**src/rtl/p405s_dcdinstenc.sv**
```systemverilog
// p405s_dcdinstenc: instruction encoder and issuer.
// Compact commands are queued in a small FIFO. Each command is encoded into a
// 32-bit PowerPC instruction word and offered to decode via instValid/instHold.
// Optional feature macro: P405S_DCD_ENC_AUTOSYNC_EN. When it is defined, an isync
// word follows every accepted mtspr/mtcrf word.
module p405s_dcdinstenc #(
  parameter int DEPTH = 2
) (
  input  logic        CB,
  input  logic        resetN,
  input  logic        cmdValid,
  output logic        cmdReady,
  input  logic [4:0]  cmdOp,
  input  logic [4:0]  cmdRt,
  input  logic [4:0]  cmdRa,
  input  logic [4:0]  cmdRb,
  input  logic [23:0] cmdImm,
  input  logic        cmdAa,
  input  logic        cmdLk,
  input  logic        flush,
  input  logic        instHold,
  output logic        instValid,
  output logic [31:0] instData,
  output logic        instErr,
  output logic        busy
);

  localparam int AW = $clog2(DEPTH);
  localparam logic [AW:0] PTR_ONE = {{AW{1'b0}}, 1'b1};
`ifdef P405S_DCD_ENC_AUTOSYNC_EN
  localparam logic [31:0] ISYNC_WORD = 32'h4C00012C;
`endif

  typedef struct packed {
    logic [4:0]  op;
    logic [4:0]  rt;
    logic [4:0]  ra;
    logic [4:0]  rb;
    logic [23:0] imm;
    logic        aa;
    logic        lk;
  } cmd_t;

  typedef enum logic [1:0] {
    ST_IDLE  = 2'd0,
    ST_ISSUE = 2'd1
`ifdef P405S_DCD_ENC_AUTOSYNC_EN
    ,ST_SYNC = 2'd2
`endif
  } state_t;

  // Returns {legal, word}; fields not used by an operation stay zero.
  function automatic logic [32:0] encode_cmd(input cmd_t c);
    logic [31:0] w;
    logic        legal;
    w     = '0;
    legal = 1'b1;
    case (c.op)
      5'd0:  w = {6'd31, c.rt, c.imm[4:0], c.imm[9:5], 10'd467, 1'b0};
      5'd1:  w = {6'd31, c.rt, c.imm[4:0], c.imm[9:5], 10'd339, 1'b0};
      5'd2:  w = {6'd19, c.rt[4:2], 2'b00, c.ra[4:2], 2'b00, 5'd0, 10'd0, 1'b0};
      5'd3:  w = {6'd31, c.rt[4:2], 2'b00, 5'd0, 5'd0, 10'd512, 1'b0};
      5'd4:  w = {6'd31, c.rt, 1'b0, c.imm[7:0], 1'b0, 10'd144, 1'b0};
      5'd5:  w = {6'd19, c.rt, c.ra, c.rb, 10'd257, 1'b0};
      5'd6:  w = {6'd19, c.rt, c.ra, c.rb, 10'd449, 1'b0};
      5'd7:  w = {6'd19, c.rt, c.ra, c.rb, 10'd193, 1'b0};
      5'd8:  w = {6'd18, c.imm, c.aa, c.lk};
      5'd9:  w = {6'd16, c.rt, c.ra, c.imm[13:0], c.aa, c.lk};
      5'd10: w = {6'd17, 24'd0, 1'b1, 1'b0};
      5'd11: w = {6'd19, 15'd0, 10'd50, 1'b0};
      5'd12: w = {6'd19, 15'd0, 10'd51, 1'b0};
      5'd13: w = {6'd19, 15'd0, 10'd150, 1'b0};
      5'd14: w = {6'd31, c.rt, c.ra, c.rb, 10'd150, 1'b1};
      5'd15: w = {6'd31, c.rt, c.ra, c.rb, 10'd914, 1'b0};
      default: legal = 1'b0;
    endcase
    return {legal, w};
  endfunction

  cmd_t        mem_q [DEPTH];
  cmd_t        mem_d [DEPTH];
  logic [AW:0] wr_ptr_q, wr_ptr_d, rd_ptr_q, rd_ptr_d;
  state_t      state_q, state_d;
  logic [31:0] inst_data_q, inst_data_d;
  logic        inst_valid_q, inst_valid_d;
  logic        inst_err_q, inst_err_d;
`ifdef P405S_DCD_ENC_AUTOSYNC_EN
  logic        sync_pend_q, sync_pend_d;
`endif

  cmd_t        cmd_in, head;
  logic [32:0] head_enc;
  logic        fifo_empty, fifo_full, push, pop, try_pop, accept;

  assign cmd_in     = '{op: cmdOp, rt: cmdRt, ra: cmdRa, rb: cmdRb,
                        imm: cmdImm, aa: cmdAa, lk: cmdLk};
  assign fifo_empty = (wr_ptr_q == rd_ptr_q);
  assign fifo_full  = (wr_ptr_q[AW] != rd_ptr_q[AW]) &&
                      (wr_ptr_q[AW-1:0] == rd_ptr_q[AW-1:0]);
  assign push       = cmdValid & ~fifo_full & ~flush;
  assign head       = mem_q[rd_ptr_q[AW-1:0]];
  assign head_enc   = encode_cmd(head);
  assign accept     = inst_valid_q & ~instHold;

  assign cmdReady  = ~fifo_full;
  assign instValid = inst_valid_q;
  assign instData  = inst_data_q;
  assign instErr   = inst_err_q;
  assign busy      = ~fifo_empty | inst_valid_q | (state_q != ST_IDLE);

  // Issue FSM: decide when to pop the FIFO head and what the output register holds next.
  always_comb begin
    state_d      = state_q;
    inst_data_d  = inst_data_q;
    inst_valid_d = inst_valid_q;
    inst_err_d   = 1'b0;
    try_pop      = 1'b0;
    pop          = 1'b0;
`ifdef P405S_DCD_ENC_AUTOSYNC_EN
    sync_pend_d  = sync_pend_q;
`endif
    case (state_q)
      ST_IDLE: try_pop = ~fifo_empty & (~inst_valid_q | ~instHold);
      ST_ISSUE: begin
        if (accept) begin
`ifdef P405S_DCD_ENC_AUTOSYNC_EN
          if (sync_pend_q) begin
            inst_data_d = ISYNC_WORD;
            sync_pend_d = 1'b0;
            state_d     = ST_SYNC;
          end else if (!fifo_empty) begin
            try_pop = 1'b1;
          end else begin
            inst_valid_d = 1'b0;
            state_d      = ST_IDLE;
          end
`else
          if (!fifo_empty) begin
            try_pop = 1'b1;
          end else begin
            inst_valid_d = 1'b0;
            state_d      = ST_IDLE;
          end
`endif
        end
      end
`ifdef P405S_DCD_ENC_AUTOSYNC_EN
      ST_SYNC: begin
        if (accept) begin
          if (!fifo_empty) begin
            try_pop = 1'b1;
          end else begin
            inst_valid_d = 1'b0;
            state_d      = ST_IDLE;
          end
        end
      end
`endif
      default: state_d = ST_IDLE;
    endcase

    if (try_pop) begin
      pop = 1'b1;
      if (head_enc[32]) begin
        inst_data_d  = head_enc[31:0];
        inst_valid_d = 1'b1;
        state_d      = ST_ISSUE;
`ifdef P405S_DCD_ENC_AUTOSYNC_EN
        sync_pend_d  = (head.op == 5'd0) || (head.op == 5'd4);
`endif
      end else begin
        inst_err_d   = 1'b1;
        inst_valid_d = 1'b0;
        state_d      = ST_IDLE;
      end
    end

    if (flush) begin
      state_d      = ST_IDLE;
      inst_valid_d = 1'b0;
      inst_err_d   = 1'b0;
      pop          = 1'b0;
`ifdef P405S_DCD_ENC_AUTOSYNC_EN
      sync_pend_d  = 1'b0;
`endif
    end
  end

  // FIFO next state: write at the tail on push, advance the head on pop, clear on flush.
  always_comb begin
    mem_d    = mem_q;
    wr_ptr_d = wr_ptr_q;
    rd_ptr_d = rd_ptr_q;
    if (push) begin
      mem_d[wr_ptr_q[AW-1:0]] = cmd_in;
      wr_ptr_d = wr_ptr_q + PTR_ONE;
    end
    if (pop) begin
      rd_ptr_d = rd_ptr_q + PTR_ONE;
    end
    if (flush) begin
      wr_ptr_d = '0;
      rd_ptr_d = '0;
    end
  end

  // State registers with asynchronous active-low reset.
  always_ff @(posedge CB or negedge resetN) begin
    if (!resetN) begin
      for (int i = 0; i < DEPTH; i++) mem_q[i] <= '0;
      wr_ptr_q     <= '0;
      rd_ptr_q     <= '0;
      state_q      <= ST_IDLE;
      inst_data_q  <= '0;
      inst_valid_q <= 1'b0;
      inst_err_q   <= 1'b0;
`ifdef P405S_DCD_ENC_AUTOSYNC_EN
      sync_pend_q  <= 1'b0;
`endif
    end else begin
      mem_q        <= mem_d;
      wr_ptr_q     <= wr_ptr_d;
      rd_ptr_q     <= rd_ptr_d;
      state_q      <= state_d;
      inst_data_q  <= inst_data_d;
      inst_valid_q <= inst_valid_d;
      inst_err_q   <= inst_err_d;
`ifdef P405S_DCD_ENC_AUTOSYNC_EN
      sync_pend_q  <= sync_pend_d;
`endif
    end
  end

endmodule

```
**config.mk**
```make
export PLATFORM = sky130hd
export DESIGN_NAME = p405s_dcdinstenc
export DESIGN_NICKNAME = d
export VERILOG_FILES = /design/src/rtl/p405s_dcdinstenc.sv
export SDC_FILE = /design/constraint.sdc
export NUM_CORES = 1
export LEC_CHECK = 0
export ABC_CLOCK_PERIOD_IN_PS = 4200
export CAP_MARGIN = 0
export CORE_MARGIN = 8
export CORE_UTILIZATION = 55
export CTS_BUF_LIST = sky130_fd_sc_hd__clkbuf_8
export DETAILED_ROUTE_END_ITERATION = 12
export DONT_BUFFER_PORTS = 1
export PLACE_DENSITY = 0.7
export RECOVER_POWER = 100
export SETUP_SLACK_MARGIN = 0.4
export SLEW_MARGIN = 30
export SYNTH_ARGS = -nofsm -noshare
export SYNTH_HDL_FRONTEND = slang
export SYNTH_SLANG_ARGS = --single-unit
```
**constraint.sdc**
```tcl
create_clock -name CB -period 4.2 [get_ports CB]
set_clock_uncertainty 0.1 [all_clocks]
set_input_delay 0.84 -clock CB [delete_from_list [all_inputs] [get_ports CB]]
set_output_delay 0.84 -clock CB [all_outputs]
set_load 0.02 [all_outputs]
```
==> metrics.md, run 1 <==
| Metric | Value |
|---|---|
| Outcome | `complete, but fails checks` |
| Failing checks | `negative hold slack` |
| DR WL/cell | `21.9 um` |
| Die X | `122 um` |
| Share of layout cells above drive strength 1 | `0.295` |
| Synth cell types | `56` |
| Vias/cell | `6.00` |
| GPL Wtd Cong | `0.849` |
| Initial Util | `0.553` |
| Die area | `14900 um2` |
| Net load switching power | `2.30 mW` |
| Internal power | `3.51 mW` |
| Maxcap violations | `0` |
| Share of the synthesized area in the top cell type | `0.520` |
| Setup TNS Final | `0 ns` |
| Flop2flop setup slack | `0.81 ns` |
| Die Span Y | `122 um` |
| Worst R2R Path Depth | `6` |
| Residual DRC count | `0` |
| Ys Warns | `0` |
| DR vias | `3849` |
| Pwr Total | `5.81 mW` |
| Final Hold Vio Count | `11` |
| I/O pin cnt | `87` |
| Final net count | `539` |
| Max Buffers Root-to-Sink | `2` |
| Power Density | `883 nW/um2` |
| RSZ-0062 raised after global routing | `no` |
| Critical path buffers and inverters | `1` |
| Reg2reg end | `mem_q[12]$_DFFE_PN0P_` |
| RR Startpoint | `rd_ptr_q[0]$_DFFE_PN0P_` |
| First-pass GRT wire length | `22.3 mm` |
| All-layer global routing usage | `0.199` |
| Area leader, netlist | `dfrtp_1` |
| Register bit count reported by yosys | `129` |
| Mapped Cells | `493` |
| Number of diodes | `0` |
| Total clock buffers created by CTS | `17` |
| Std-Cell Core Area | `11200 um2` |
| Drt total wl | `14.0 mm` |
| Critical path, cell by cell | `xnor2_2, nand2b_1, nand2_4, nor3b_4, buf_4, mux2_2` |
| Peak supply drop | `0.437 mV` |
| Post-CTS sizing | `0` |
| Fraction of registers with async set/reset | `1.00` |
| Post-synth EDFFs | `0` |
| Vias in the first global route | `3971` |
| Worst slew pin tran | `1.38 ns` |
| Clk pwr share | `0.176` |
| Worst Setup Start Kind | `flop` |
| Clk sinks | `129` |
| Crit path largest cell delay | `1.26 ns` |
| Switching share of power | `0.396` |
| Final setup vio count | `0` |
| Clock root buffer | `clkbuf_8` |
| DRT antenna net count | `0` |
| Worst-path maximum fanout | `46` |
| Synth Area per Inst | `12.6 um2` |
| Setup CP Type | `flop to flop` |
| Post-CTS Setup Bufs | `0` |
| Clock transition at the registers of the reported paths | `0.07 ns` |
| CTS tree | `built` |
| Main synth FF type | `dfrtp_1` |
| DR iter-0 viols | `243` |
| Arr. time, crit path | `3.62 ns` |
| Max Freq | `295 MHz` |
| Area growth, synth to finish | `5.90%` |
| H-tree Lvls | `4` |
| Hold Slack | `-0.0150 ns` |
| Hpwl dp | `9.67 mm` |
| Crit path max-delay cell type | `dfrtp_1` |
| Row Count | `39` |
| Final period util | `0.807` |
| Drt pass-1 iters | `4` |
| IO Port Bufs | `0` |
| Total gr overflow | `0` |
| Most frequent cells in the layout | `129 x dfrtp_1, 102 x mux2_2, 35 x mux2i_1` |
| Normalized max-slew margin | `0.0822` |
| Clock latency on the worst-skew pair | `0.44 ns` |
| Static leakage | `2.65 nW` |
| Min cycle time layout | `3.39 ns` |
| Largest net degree at the start of global routing | `130` |
| Slew Viols, Final | `0` |
| Hold Crit Class | `input port to asynchronous set/reset pin` |
| Post-Syn Nets | `544` |
| Worst path required time | `4.43 ns` |
| CP endpoint kind | `flop` |
| Seq/Total Area, Yosys | `0.520` |
| Antenna violations before repair | `0` |
| Cells taking the most area after synthesis | `dfrtp_1 52%, mux2_2 19%, mux2i_1 5.6%` |
| Logic pwr share | `0.400` |
| Seq pwr share | `0.424` |
| Most common cell after layout, fill and taps aside | `dfrtp_1` |
| Area of the mapped netlist | `6210 um2` |
| Crit path max-delay family | `flip-flops` |
[synth_stat cells (3+ instances only)]
cell type  instances
mux2_1             3
o22ai_1            8
nand2_1           24
xnor2_1            5
mux2i_4            3
nor3_1            10
o211ai_1           7
o32a_1             5
dfrtp_1          129
o22a_1             6
a211oi_1           4
buf_2              9
mux2_2           102
nor2b_1            4
nor2_1            28
o21ai_0           16
a31oi_1            5
xor2_1             3
buf_6             10
nand2b_1           3
a21oi_1           19
nand3_1            8
mux2i_1           35
buf_4              8
clkbuf_1           5
[state kept, by name, summed over array words and instances, names as in the netlist]
name / flops
mem_q: 92
instData: 30
rd_ptr_q: 2
wr_ptr_q: 2
instErr: 1
instValid: 1
state_q: 1
[per-layer routing]
layer	wire length, um	track usage
met2	6840	0.309
met1	5680	0.243
met5	0	0
met4	212	0.0769
met3	1300	0.0823
[final cells by class]
class / instances / area, um2
Clock buffer: 21 / 289
Clock inverter: 9 / 91.3
Fill cell: 904 / 4650
Inverter: 2 / 7.51
Multi-Input combinational cell: 330 / 2720
Sequential cell: 129 / 3230
Tap cell: 143 / 179
Timing Repair Buffer: 8 / 60.1
[worst max-delay path by stage]
stage / start / to / cells past startpoint / slack [ns]
after floorplan: flush / mem_q[46]$_DFFE_PN0P_ / 4 / 1.98
after global placement: rd_ptr_q[0]$_DFFE_PN0P_ / mem_q[17]$_DFFE_PN0P_ / 6 / 1.46
after detailed placement: rd_ptr_q[0]$_DFFE_PN0P_ / mem_q[12]$_DFFE_PN0P_ / 6 / 1.37
after CTS: rd_ptr_q[0]$_DFFE_PN0P_ / busy / 4 / 1.25
after global routing: rd_ptr_q[0]$_DFFE_PN0P_ / mem_q[20]$_DFFE_PN0P_ / 6 / 0.62
final: rd_ptr_q[0]$_DFFE_PN0P_ / mem_q[12]$_DFFE_PN0P_ / 6 / 0.81
[through the flow]
step	setup WS, ns	instance area [um2]	std cells	util
global placement	1.46	6220	612	0.554
global route	0.625	6580	642	0.586
detailed placement	1.37	6220	612	0.554
floorplan	1.98	6210	493	-
CTS	1.25	6600	642	0.588
finish	0.810	6580	642	0.586
[kinds of logic (layout without fill, tap and decap cells)]
family / after synthesis / in the layout / synth area share
AO/OA/AOI/OAI: 84 / 84 / 0.0927
XOR/XNOR: 9 / 9 / 0.0139
buffers and inverters: 34 / 40 / 0.0393
flip-flops: 129 / 129 / 0.520
multiplexers: 143 / 143 / 0.258
other: 1 / 1 / 0.000604
AND/OR/NAND/NOR: 93 / 93 / 0.0758
[power by group through the flow]
stage	Sequential [mW]	Combinational, mW	Clock (mW)
after floorplan	2.30	1.98	0
after global placement	2.46	2.29	0
after detailed placement	2.50	2.33	0
after CTS	2.48	2.34	1.05
after global routing	2.55	2.54	1.11
final	2.46	2.32	1.02
Note: power is estimated with default switching activity, not from simulation.
==> inputs of run 2 (changes only) <==
--- a/config.mk
+++ b/config.mk
@@ -5,7 +5,7 @@
 export SDC_FILE = /design/constraint.sdc
 export NUM_CORES = 1
 export LEC_CHECK = 0
-export ABC_CLOCK_PERIOD_IN_PS = 4200
+export ABC_CLOCK_PERIOD_IN_PS = 3300
 export CAP_MARGIN = 0
 export CORE_MARGIN = 8
 export CORE_UTILIZATION = 55
==> constraint.sdc (replaced) <==
create_clock -name CB -period 3.3 [get_ports CB]
set_clock_uncertainty 0.1 [all_clocks]
set_input_delay 0.66 -clock CB [delete_from_list [all_inputs] [get_ports CB]]
set_output_delay 0.66 -clock CB [all_outputs]
set_load 0.02 [all_outputs]
==> run 2 against run 1 <==
  * The run still ends with negative hold slack left
  * First-iteration DRC count is 40% higher
  * Non-clock buffer count is 3 higher
  * Global-route usage is 0.32 points higher
  * Cell area is 0.27% higher
  * Power is 28% higher
  * Critical path type unchanged
  * Critical endpoint is now mem_q[42]$_DFFE_PN0P_
  * Largest power group unchanged
  * Highest routed layer unchanged
==> metrics.md, run 2 (same netlist as run 1, synthesis figures left out) <==
| Metric | Value |
|---|---|
| Outcome | `complete, but fails checks` |
| Failing checks | `negative hold slack` |
| Setup TNS Final | `0 ns (unchanged)` |
| Clock root buffer | `clkbuf_8` |
| Post-layout util | `0.587 (+0.00156)` |
| Die area | `14900 um2 (unchanged)` |
| Die X | `122 um (unchanged)` |
| Std-Cell Core Area | `11200 um2 (unchanged)` |
| Worst Setup Start Kind | `flop` |
| H-tree Lvls | `4 (unchanged)` |
| Max Freq | `343 MHz (+16%)` |
| Row Count | `39 (unchanged)` |
| Non-Filler Instances | `647 (+0.78%)` |
| Worst slew pin tran | `0.836 ns (-0.540 ns)` |
| Reg area | `3230 um2 (about the same)` |
| Max reg flops | `92 (unchanged)` |
| First-pass GRT wire length | `22.8 mm (+2.5%)` |
| Antenna violations before repair | `0 (unchanged)` |
| RR Startpoint | `rd_ptr_q[0]$_DFFE_PN0P_` |
| Reg with most FFs | `mem_q` |
| DR iter-0 viols | `341 (+40%)` |
| Total clock buffers created by CTS | `17 (unchanged)` |
| Static leakage | `2.64 nW (-0.39%)` |
| GPL Wtd Cong | `0.942 (+11%)` |
| Placed Cells | `615 (+0.49%)` |
| Drt total wl | `14.1 mm (+0.52%)` |
| Total gr overflow | `0 (unchanged)` |
| All-layer global routing usage | `0.202 (+0.00320)` |
| Number of diodes | `0 (unchanged)` |
| Most frequent cells in the layout | `128 x dfrtp_1, 102 x mux2_2, 36 x mux2i_1` |
| IO Port Bufs | `0 (unchanged)` |
| RSZ-0062 raised after global routing | `no` |
| Met2 usage | `0.317 (+0.00786)` |
| Die Span Y | `122 um (unchanged)` |
| Min cycle time layout | `2.91 ns (-0.478 ns)` |
| Worst path required time | `3.53 ns (-0.90 ns)` |
| Share of layout cells above drive strength 1 | `0.298 (+0.00303)` |
| Largest net degree at the start of global routing | `130 (unchanged)` |
| Arr. time, crit path | `3.14 ns (-0.48 ns)` |
| Normalized max-slew margin | `0.442 (+0.360)` |
| Multi-input gate area | `2680 um2 (-1.6%)` |
| Global-route met1 utilization | `0.235 (-0.00814)` |
| Setup crit start | `rd_ptr_q[0]$_DFFE_PN0P_` |
| Clk sinks | `129 (unchanged)` |
| Power Density | `1130 nW/um2 (+28%)` |
| Final net count | `542 (+0.56%)` |
| Placed cell area | `6270 um2 (+0.76%)` |
| Setup CP Type | `flop to flop` |
| Post-CTS sizing | `0 (unchanged)` |
| DR WL/cell | `21.8 um (-0.26%)` |
| Hpwl dp | `9.73 mm (+0.65%)` |
| Most Crowded Layer GR | `met2` |
| Final instance area | `6590 um2 (+0.27%)` |
| Vias in the first global route | `4168 (+5.0%)` |
| DR vias | `3980 (+3.4%)` |
| Pwr Total | `7.45 mW (+28%)` |
| DRT antenna net count | `0 (unchanged)` |
| Flop2flop setup slack | `0.39 ns (-0.42 ns)` |
| Most common cell after layout, fill and taps aside | `dfrtp_1` |
| CP endpoint kind | `flop` |
| Hold Slack | `-0.200 ns (-0.185 ns)` |
| Maxcap violations | `0 (unchanged)` |
| Vias/cell | `6.15 (+2.6%)` |
| Drt pass-1 iters | `5 (+1)` |
| Worst-path maximum fanout | `46 (unchanged)` |
| Area growth, synth to finish | `6.19%` |
| Final Hold Vio Count | `129 (+118)` |
| Slew Viols, Final | `0 (unchanged)` |
| Fill count | `923 (+2.1%)` |
| Clock latency on the worst-skew pair | `0.44 ns (about the same)` |
| Peak supply drop | `0.527 mV (+21%)` |
| Hold Crit Class | `input port to asynchronous set/reset pin` |
| Initial Util | `0.553 (unchanged)` |
| Max Buffers Root-to-Sink | `2 (unchanged)` |
| Grt met3 use | `0.0998 (+0.0175)` |
| Residual DRC count | `0 (unchanged)` |
| Post-CTS Setup Bufs | `0 (unchanged)` |
| Clock transition at the registers of the reported paths | `0.08 ns (about the same)` |
| Final period util | `0.882 (+0.0752)` |
| Final setup vio count | `0 (unchanged)` |
| CTS tree | `built` |
| I/O pin cnt | `87 (unchanged)` |
-- run 2: cell types whose count changed in the layout (fill, tap and decap cells not counted), moves of 2 or more --
cell / previous run / this run
clkbuf_8: 21 / 19
inv_1: 5 / 3
clkinv_4: 0 / 3
buf_12: 0 / 2
clkinvlp_4: 0 / 3
-- run 2: path summary, 6_finish.rpt --
path	to	cells past startpoint
min in group CB	instValid$_DFFE_PN0P_	1
worst min-delay path	instData[25]$_DFFE_PN0P_	0
worst max register to register	mem_q[42]$_DFFE_PN0P_	6
max in group asynchronous	rd_ptr_q[1]$_DFFE_PN0P_	0
worst min register to register	mem_q[83]$_DFFE_PN0P_	1
worst max-delay path	mem_q[42]$_DFFE_PN0P_	6
-- run 2: critical path, stage by stage (launching register included) --
cell and delay (ns):
dfrtp_2 0.82, xnor2_1 0.27, nand2b_1 0.31, nand2_1 0.16, nor3b_1 0.38, buf_12 0.30, mux2_2 0.38
-- run 2: per-stage QoR --
step | setup WS, ns | hold WS, ns
floorplan | 1.14 | 0.264
global placement | 0.796 | 0.272
detailed placement | 0.728 | 0.272
CTS | 0.558 | -0.224
global route | 0.219 | -0.230
finish | 0.388 | -0.200
-- run 2: per-layer routing --
layer / vias to the layer above / routed length, um / share of wire
li1: 1802 / - / -
met1: 1992 / 5470 / 0.39
met2: 165 / 6730 / 0.48
met3: 21 / 1610 / 0.11
met4: 0 / 299 / 0.021
met5: - / 0 / 0
-- run 2: cell type report --
cell class,count,share of cell area
repair buffers,11,0.0154
inverters,2,0.00114
clock buffers,19,0.0397
flip-flops and latches,129,0.490
clock inverters,13,0.0207
multi-input cells,330,0.406
well taps,143,0.0271
-- run 2: where the power goes --
group          switching [mW]  internal, mW
sequential              0.794          2.35
clock                   0.634         0.708
combinational            1.58          1.38
